<file path="src/rtl/multicycle_controller.sv">
// Control FSM for a multicycle byte-fetch MIPS-subset datapath.
// One state per cycle: four byte fetches, a decode, then a short execute tail.
module multicycle_controller (
    input  logic       clk,
    input  logic       reset,
    input  logic [5:0] op,
    input  logic [5:0] funct,
    input  logic       zero,
    output logic       memread,
    output logic       memwrite,
    output logic       iord,
    output logic       pcen,
    output logic       pcsource,
    output logic       irenable,
    output logic [3:0] irwrite,
    output logic       lord,
    output logic       alusrca,
    output logic [1:0] alusrcb,
    output logic [2:0] alucont,
    output logic       regwrite,
    output logic       regdst,
    output logic       memtoreg,
    output logic       illegal,
    output logic [3:0] state
);

    localparam logic [3:0] FETCH1  = 4'd0;
    localparam logic [3:0] FETCH2  = 4'd1;
    localparam logic [3:0] FETCH3  = 4'd2;
    localparam logic [3:0] FETCH4  = 4'd3;
    localparam logic [3:0] DECODE  = 4'd4;
    localparam logic [3:0] MEMADR  = 4'd5;
    localparam logic [3:0] LBRD    = 4'd6;
    localparam logic [3:0] LBWR    = 4'd7;
    localparam logic [3:0] SBWR    = 4'd8;
    localparam logic [3:0] RTYPEEX = 4'd9;
    localparam logic [3:0] RTYPEWR = 4'd10;
    localparam logic [3:0] BEQEX   = 4'd11;
    localparam logic [3:0] BEQ2    = 4'd12;
    localparam logic [3:0] JEX     = 4'd13;
    localparam logic [3:0] ADDIEX  = 4'd14;

    localparam logic [5:0] OP_RTYPE = 6'b000000;
    localparam logic [5:0] OP_J     = 6'b000010;
    localparam logic [5:0] OP_BEQ   = 6'b000100;
    localparam logic [5:0] OP_ADDI  = 6'b001000;
    localparam logic [5:0] OP_LB    = 6'b100000;
    localparam logic [5:0] OP_SB    = 6'b101000;

    localparam logic [2:0] ALU_ADD = 3'b010;
    localparam logic [2:0] ALU_SUB = 3'b110;
    localparam logic [2:0] ALU_AND = 3'b000;
    localparam logic [2:0] ALU_OR  = 3'b001;
    localparam logic [2:0] ALU_SLT = 3'b111;

    logic [3:0] next_state;

    function automatic logic [2:0] alu_from_funct(input logic [5:0] f);
        case (f)
            6'b100010: return ALU_SUB;
            6'b100100: return ALU_AND;
            6'b100101: return ALU_OR;
            6'b101010: return ALU_SLT;
            default:   return ALU_ADD;
        endcase
    endfunction

    // NOTE: state registers use non-blocking assignments so every flop samples pre-edge values.
    always_ff @(posedge clk or posedge reset) begin
        if (reset) state <= FETCH1;
        else       state <= next_state;
    end

    always_comb begin
        next_state = FETCH1;
        case (state)
            FETCH1:  next_state = FETCH2;
            FETCH2:  next_state = FETCH3;
            FETCH3:  next_state = FETCH4;
            FETCH4:  next_state = DECODE;
            DECODE: begin
                case (op)
                    OP_LB, OP_SB: next_state = MEMADR;
                    OP_RTYPE:     next_state = RTYPEEX;
                    OP_BEQ:       next_state = BEQEX;
                    OP_J:         next_state = JEX;
                    OP_ADDI:      next_state = ADDIEX;
                    default:      next_state = FETCH1;
                endcase
            end
            MEMADR:  next_state = (op == OP_LB) ? LBRD : SBWR;
            LBRD:    next_state = LBWR;
            RTYPEEX: next_state = RTYPEWR;
            BEQEX:   next_state = BEQ2;
            default: next_state = FETCH1;
        endcase
    end

    // NOTE: every output gets a default first, so no path through the case leaves one unassigned (no latches).
    always_comb begin
        memread  = 1'b0;
        memwrite = 1'b0;
        iord     = 1'b0;
        pcen     = 1'b0;
        pcsource = 1'b0;
        irenable = 1'b0;
        irwrite  = 4'b0000;
        lord     = 1'b0;
        alusrca  = 1'b0;
        alusrcb  = 2'b00;
        alucont  = ALU_ADD;
        regwrite = 1'b0;
        regdst   = 1'b0;
        memtoreg = 1'b0;
        illegal  = 1'b0;
        case (state)
            FETCH1, FETCH2, FETCH3, FETCH4: begin
                memread  = 1'b1;
                irenable = 1'b1;
                irwrite  = 4'b0001 << state[1:0];
                alusrcb  = 2'b01;
                pcen     = 1'b1;
            end
            DECODE: begin
                illegal = !(op inside {OP_LB, OP_SB, OP_RTYPE, OP_BEQ, OP_J, OP_ADDI});
            end
            MEMADR: begin
                alusrca = 1'b1;
                alusrcb = 2'b10;
            end
            LBRD: begin
                alusrca = 1'b1;
                alusrcb = 2'b10;
                memread = 1'b1;
                iord    = 1'b1;
                lord    = 1'b1;
            end
            LBWR: begin
                regwrite = 1'b1;
                memtoreg = 1'b1;
            end
            SBWR: begin
                alusrca  = 1'b1;
                alusrcb  = 2'b10;
                memwrite = 1'b1;
                iord     = 1'b1;
            end
            RTYPEEX: begin
                alusrca = 1'b1;
                alucont = alu_from_funct(funct);
            end
            RTYPEWR: begin
                alusrca  = 1'b1;
                alucont  = alu_from_funct(funct);
                regwrite = 1'b1;
                regdst   = 1'b1;
            end
            ADDIEX: begin
                alusrca  = 1'b1;
                alusrcb  = 2'b10;
                regwrite = 1'b1;
            end
            BEQEX: begin
                alusrca = 1'b1;
                alucont = ALU_SUB;
            end
            BEQ2: begin
                alusrcb = 2'b11;
                pcen    = zero;
            end
            JEX: begin
                pcsource = 1'b1;
                pcen     = 1'b1;
            end
            default: ;
        endcase

        // State already sits at FETCH1 under reset; only the side-effecting strobes need masking.
        if (reset) begin
            pcen     = 1'b0;
            memread  = 1'b0;
            memwrite = 1'b0;
            irenable = 1'b0;
            irwrite  = 4'b0000;
            lord     = 1'b0;
            regwrite = 1'b0;
            illegal  = 1'b0;
        end
    end

endmodule

</file>
<file path="config.mk">
export PLATFORM = sky130hd
export DESIGN_NAME = multicycle_controller
export DESIGN_NICKNAME = d
export VERILOG_FILES = /design/src/rtl/multicycle_controller.sv
export SDC_FILE = /design/constraint.sdc
export NUM_CORES = 1
export LEC_CHECK = 0
export BUFFER_PORTS_ARGS = -buffer_cell sky130_fd_sc_hd__buf_4
export CAP_MARGIN = 40
export CORE_MARGIN = 4
export CORE_UTILIZATION = 45
export DETAILED_ROUTE_END_ITERATION = 10
export PLACE_DENSITY = 0.92
export REMOVE_ABC_BUFFERS = 1
export SLEW_MARGIN = 25
export SYNTH_ARGS = -nofsm -noshare
export SYNTH_HDL_FRONTEND = slang
export SYNTH_SLANG_ARGS = --single-unit
</file>
<file path="constraint.sdc">
create_clock -name clk -period 2.7 [get_ports clk]
set_clock_uncertainty 0.2 [all_clocks]
set_input_delay 0.405 -clock clk [delete_from_list [all_inputs] [get_ports clk]]
set_output_delay 0.405 -clock clk [all_outputs]
set_load 0.005 [all_outputs]
</file>
==> run_results.csv, run 1 <==
group,metric,value,unit
outcome,status,"finished, final reports clean",
drt,route.detailed.wl_per_inst,13.2,um
placement,io_buffers,39,
power,vdd_drop_max,0.493,mV
synthesis,syn_area_per_cell,7.32,um^2
cells_and_area,fill_cells,104,
clocking,post_cts_resized,0,
global_route,grt_use_total,17.9,%
cells_and_area,largest_reg_flops,4,
placement,place_area,897,um^2
critical_path,crit_path_end_kind,"output pin",
global_route,gr-total-overflow,0,
drt,vias,773,
floorplanning,row_count,13,
cells_and_area,postLayoutCoreUtil,70.6,%
clocking,htreeDepth,1,
clocking,clk_pin_slew_worst_paths,0.03,ns
synthesis,ys_seq_area_share,15.5,%
sta,fmax,423,MHz
global_route,grt_pass1_wl,2780,um
cells_and_area,n_antenna_cell,0,
placement,place_inst,134,
cells_and_area,layout.nets,140,
placement,routabilityCongestion,0.830,
clocking,cts_max_path_buffers,2,
cells_and_area,area_growth,44.3,%
critical_path,r2r_slack,1.06,ns
drt,drc,0,
critical_path,cp_max_fo,7,
sta,setup_tns,0,ns
floorplanning,core-area,0.00132,mm^2
synthesis,syn_inst,88,
sta,fin_crit,2.37,ns
synthesis,synth.distinct_cells,38,
drt,drt_iter0_markers,20,
clocking,cts_tree,"built",
synthesis,ys_seq_elements,4,
drt,drt-vias-per-instance,5.60,
clocking,cts.sinks,4,
power,fin_total_pwr,0.000789,W
floorplanning,initial_core_util,48.9,%
clocking,post_cts.repair.setup_buffers,0,
global_route,grt_pass1_vias,661,
sta,relSlewSlack,62.2,%
cells_and_area,final_cells,138,
drt,drtPass1Iterations,4,
floorplanning,die_x,45.8,um
drt,detail_route.wirelength,1820,um
sta,tightest_slew,0.567,ns
floorplanning,pin_count,40,
cells_and_area,drive_above_1_share,43.1,%
clocking,clk_latency,0.23,ns
floorplanning,die_h,45.8,um
critical_path,cp.required,2.10,ns
synthesis,syn_area,644,um^2
cells_and_area,regMostFlops,"state",
power,pwr_density_cell,849,mW/mm^2
drt,ant_nets,0,
sta,slew_violations,0,
clocking,ctsHoldBuffers,1,
placement,hpwl,1430,um
global_route,antenna_found_initial,0,
synthesis,ys_warn_count,0,
cells_and_area,final_common_cell,"buf_4",
cells_and_area,final_cell_mix,"buf_4 (39), nor2_1 (14), nand2_1 (6), o21ai_0 (6)",
cells_and_area,reg_top3,"state: 4 flops",
floorplanning,die_area,0.00210,mm^2
worst_hold_path,hp-class,"primary input to flop",
global_route,grt_max_degree,20,
power,leakage,0.423,nW
sta,rsz0062_at_grt,"no",
critical_path,criticalPathCategory,"primary input to output pin",
sta,period_share,87.6,%
critical_path,crit_path_start_kind,"primary input",
clocking,numCtsBuffers,3,
cells_and_area,fin_area,930,um^2
clocking,root_buffer,"clkbuf_4",
job,drv_cap,0,
critical_path,arrival,1.76,ns
sta,final_hold_viol_count,0,
sta,setup_violations,0,
cells in the mapped netlist:
cell type   n  area [um^2]
o211ai_1    1         7.51
nand2b_4    1         13.8
nor2b_1     2         12.5
buf_6       3         33.8
inv_2       1         3.75
nor2b_2     1         8.76
o2bb2a_2    1         11.3
a31oi_1     3         18.8
nand2b_1    4         25.0
nand2_1     6         22.5
dfrtp_1     4          100
o31ai_1     1         7.51
o21ai_0     6         30.0
or3_1       2         12.5
nor4b_2     2         30.0
xor2_1      1         8.76
o21ai_1     1         5.00
a211oi_1    2         15.0
inv_1       4         15.0
mux2i_1     2         20.0
nand4b_1    1         8.76
o22ai_1     1         6.26
nor4_1      1         6.26
a211o_1     1         8.76
o221ai_1    2         17.5
or3b_1      1         8.76
and4bb_2    1         12.5
and4_1      1         8.76
mux2_2      1         11.3
or2_2       1         6.26
buf_2       5         25.0
nor3b_1     3         22.5
nor3_1      2         10.0
nor2_1     14         52.6
nor3_2      1         10.0
nand4_1     1         6.26
or3_4       1         11.3
a21oi_1     2         10.0
stage by stage:
step	worst slack [ns]	hold slack (ns)
floorplan	0.863	-0.0236
global placement	0.720	0.142
detailed placement	0.685	0.144
CTS	0.357	0.301
global route	0.278	0.307
finish	0.334	0.304
path summary, 6_finish.rpt:
kind | start | end | depth (start not counted)
worst min register to register | state[2] | state[0] | 3
worst max-delay path | reset | irwrite[0] | 5
min in group asynchronous | reset | state[1] | 3
worst max register to register | state[3] | state[3] | 3
worst min-delay path | op[4] | state[0] | 4
max in group asynchronous | reset | state[2] | 3
layer usage:
| metal | vias to the layer above | track usage (%) | part of all wire [%] |
|---|---|---|---|
| li1 | 388 | - | - |
| met1 | 330 | 20.4 | 39 |
| met2 | 49 | 30.2 | 46 |
| met3 | 6 | 3.16 | 13 |
| met4 | 0 | 10.8 | 1.2 |
| met5 | - | 0 | 0 |
worst max-delay path: stages:
cell and delay (ns):
dlygate4sd3_1 0.55, buf_4 0.17, or3_4 0.36, nor3_2 0.13, buf_4 0.14
cells by family (layout without fill, tap and decap cells):
group,Yosys count,count (layout),synth area share (%)
AOI/OAI and AO/OA,21,21,21.4
xor gates and xnor gates,1,1,1.36
buffers and inverters,13,48,12.0
DFF,4,4,15.5
muxes,3,3,4.85
and+or+nand+nor,46,46,44.9
final cells by class:
class                           instances  area, um^2  share of cell area [%]
Inverter                                5        18.8                    2.02
Timing Repair Buffer                   40         303                    32.6
Multi-Input combinational cell         71         467                    50.2
Sequential cell                         4         100                    10.8
Clock buffer                            3        22.5                    2.42
Tap cell                               15        18.8                    2.02
power by group:
| group | internal [W] | switching, W |
|---|---|---|
| clock | 0.0000496 | 0.0000226 |
| sequential | 0.0000880 | 0.000124 |
| combinational | 0.000294 | 0.000211 |
No activity file was read; power rests on OpenSTA's default activity.
==> run 2, diff against run 1 <==
Settings changed: ABC_AREA set to 1, CORE_UTILIZATION 45 to 42, CTS_BUF_LIST set to sky130_fd_sc_hd__clkbuf_16, PLACE_DENSITY 0.92 to 0.9.
==> run 2 against run 1 <==
Sequential power is 35% lower. Utilization is 10 points higher. Global-route usage is 4.6 points higher. Hold slack better by 0.090 ns. Cell count is 20% higher. Wire length is 12% higher. Via count is 7.9% higher. Power is 6.1% higher. Register-to-register slack better by 0.23 ns. Sequential cell count stayed put. Critical endpoint is now irwrite[1].
==> run_results.csv, run 2 <==
group,metric,value,unit
outcome,status,"finished, final reports clean",
critical_path,criticalPathCategory,"primary input to output pin",
global_route,grt_pass1_vias,787,
critical_path,crit_path_start_kind,"primary input",
floorplanning,die_area,0.00199,mm^2
drt,drt-vias-per-instance,5.05,
global_route,grt_pass1_wl,3390,um
synthesis,ys_seq_area_share,17.7,%
floorplanning,row_count,12,
sta,timing.hold.ws,0.394,ns
sta,fmax,453,MHz
clocking,clk_pin_slew_worst_paths,0.03,ns
drt,detail_route.wirelength,2040,um
cells_and_area,reg_top3,"state: 4 flops",
sta,final_hold_viol_count,0,
power,pwr_density_cell,876,mW/mm^2
power,fin_total_pwr,0.000838,W
synthesis,syn_area,564,um^2
sta,rsz0062_at_grt,"no",
floorplanning,die_h,44.7,um
critical_path,path_cells,"dlygate4sd3_1 > buf_4 > nor2_2 > inv_1 > nor3_1 > buf_4",
drt,drt_iter0_markers,24,
critical_path,cp_max_fo,8,
synthesis,syn_inst,109,
cells_and_area,n_antenna_cell,0,
synthesis,synth_edf_count,0,
cells_and_area,postLayoutCoreUtil,80.6,%
global_route,gr-total-overflow,0,
sta,setup_slack,0.493,ns
sta,setup_violations,0,
power,leakage,0.579,nW
cells_and_area,regMostFlops,"state",
floorplanning,die_x,44.7,um
critical_path,max_stage_delay,0.54,ns
synthesis,synth_most_common_cell,"nand2_1",
synthesis,yosys-top-cells-count,"nand2_1 (27), nor2_1 (20), inv_1 (18), nand3_1 (10), nor2_2 (5)",
sta,relSlewSlack,81.4,%
cells_and_area,area_growth,69.4,%
floorplanning,core-area,0.00119,mm^2
worst_hold_path,hp-class,"primary input to flop",
critical_path,crit_path_end_kind,"output pin",
synthesis,synth_top_area_cell,"nand2_1",
cells_and_area,final_common_cell,"buf_4",
clocking,post_cts_resized,0,
clocking,root_buffer,"clkbuf_16",
floorplanning,pin_count,40,
critical_path,crit_slowest_cell,"dlygate4sd3_1",
synthesis,synth.distinct_cells,19,
global_route,grt_max_degree,9,
cells_and_area,largest_reg_flops,4,
placement,routabilityCongestion,0.875,
floorplanning,initial_core_util,47.6,%
synthesis,yosysTopAreaCellShare,18.0,%
critical_path,arrival,1.60,ns
clocking,cts.sinks,4,
critical_path,crit_buf_inv,4,
synthesis,synth_area_leaders,"nand2_1 (18%), dfrtp_1 (18%), nor2_1 (13%)",
cells_and_area,drive_above_1_share,35.8,%
clocking,numCtsBuffers,3,
sta,fin_crit,2.21,ns
drt,vias,834,
sta,slew_violations,0,
clocking,cts_tree,"built",
global_route,antenna_found_initial,0,
drt,ant_nets,0,
cells_and_area,final_cell_mix,"buf_4 (39), nand2_1 (27), nor2_1 (20)",
cells_and_area,fill_cells,89,
synthesis,ys_warn_count,0,
critical_path,cp.required,2.10,ns
clocking,clk_latency,0.23,ns
placement,io_buffers,39,
critical_path,path_common_cell,"buf_4",
sta,setup_tns,0,ns
job,drv_cap,0,
synthesis,synth-main-ff-cell,"dfrtp_1",
clocking,htreeDepth,1,
synthesis,async_flop_share,100,%
drt,drc,0,
placement,hpwl,1540,um
sta,period_share,81.7,%
cells_and_area,layout.nets,168,
drt,route.detailed.wl_per_inst,12.4,um
placement,dp_slack,0.869,ns
critical_path,cp_top_family,"buffers and inverters",
clocking,cts_max_path_buffers,2,
drt,drtPass1Iterations,5,
synthesis,ys_seq_elements,4,
synthesis,syn_area_per_cell,5.18,um^2
global_route,grt_use_total,22.5,%
sta,tightest_slew,0.278,ns
power,vdd_drop_max,0.682,mV
## run 2: timing repair
action / CTS / global route
buffers inserted: 0 / 0
endpoints found under the hold margin: 4 / 0
hold buffers: 1 / 0
## run 2: cell type report
class	count	area [um^2]	share of cell area (%)
inverter	22	82.6	8.64
tap	14	17.5	1.83
sequential	4	100	10.5
clock buffer	3	75.1	7.85
multi-input combinational	82	378	39.5
timing repair buffer	40	303	31.7
## run 2: cell families after synthesis
family,synth area share [%]
AOI/OAI and AO/OA,10.9
buffers and inverters,15.3
DFF,17.7
and+or+nand+nor,56.1
## run 2: layer usage
layer	global-route usage (%)	vias to the layer above	wire length (um)	share of wire (%)
met5	0	-	0	0
met4	12.7	0	32	1.6
met3	4.88	5	289	14
met2	38.1	50	942	46
met1	25.6	356	776	38
li1	-	423	-	-
## run 2: where the power goes
group          switching (W)  internal, W
clock              0.0000460     0.000190
sequential         0.0000512    0.0000866
combinational       0.000253     0.000211
## run 2: worst reg2reg max path: cells and delay by family (launching register included)
family	cells	cell delay [ns]
flip-flops	1	0.45
AND/OR/NAND/NOR	4	0.40
buffers and inverters	1	0.13
AO/OA/AOI/OAI	1	0.11
## run 2: worst paths after layout
kind / from / end / slack, ns / depth (start not counted)
setup / recovery: reset / irwrite[1] / 0.49 / 6
hold / removal: op[4] / state[3] / 0.39 / 5
setup reg to reg: state[2] / state[2] / 1.29 / 6
hold reg to reg: state[1] / state[1] / 0.54 / 3
max in group asynchronous: reset / state[3] / 1.65 / 3
min in group asynchronous: reset / state[0] / 0.49 / 3
## run 2: through the flow
step	cells	instance area, um^2
6_report	165	956
5_1_grt	165	956
4_1_cts	165	956
3_5_place_dp	161	871
3_3_place_gp	161	871
2_1_floorplan	108	561
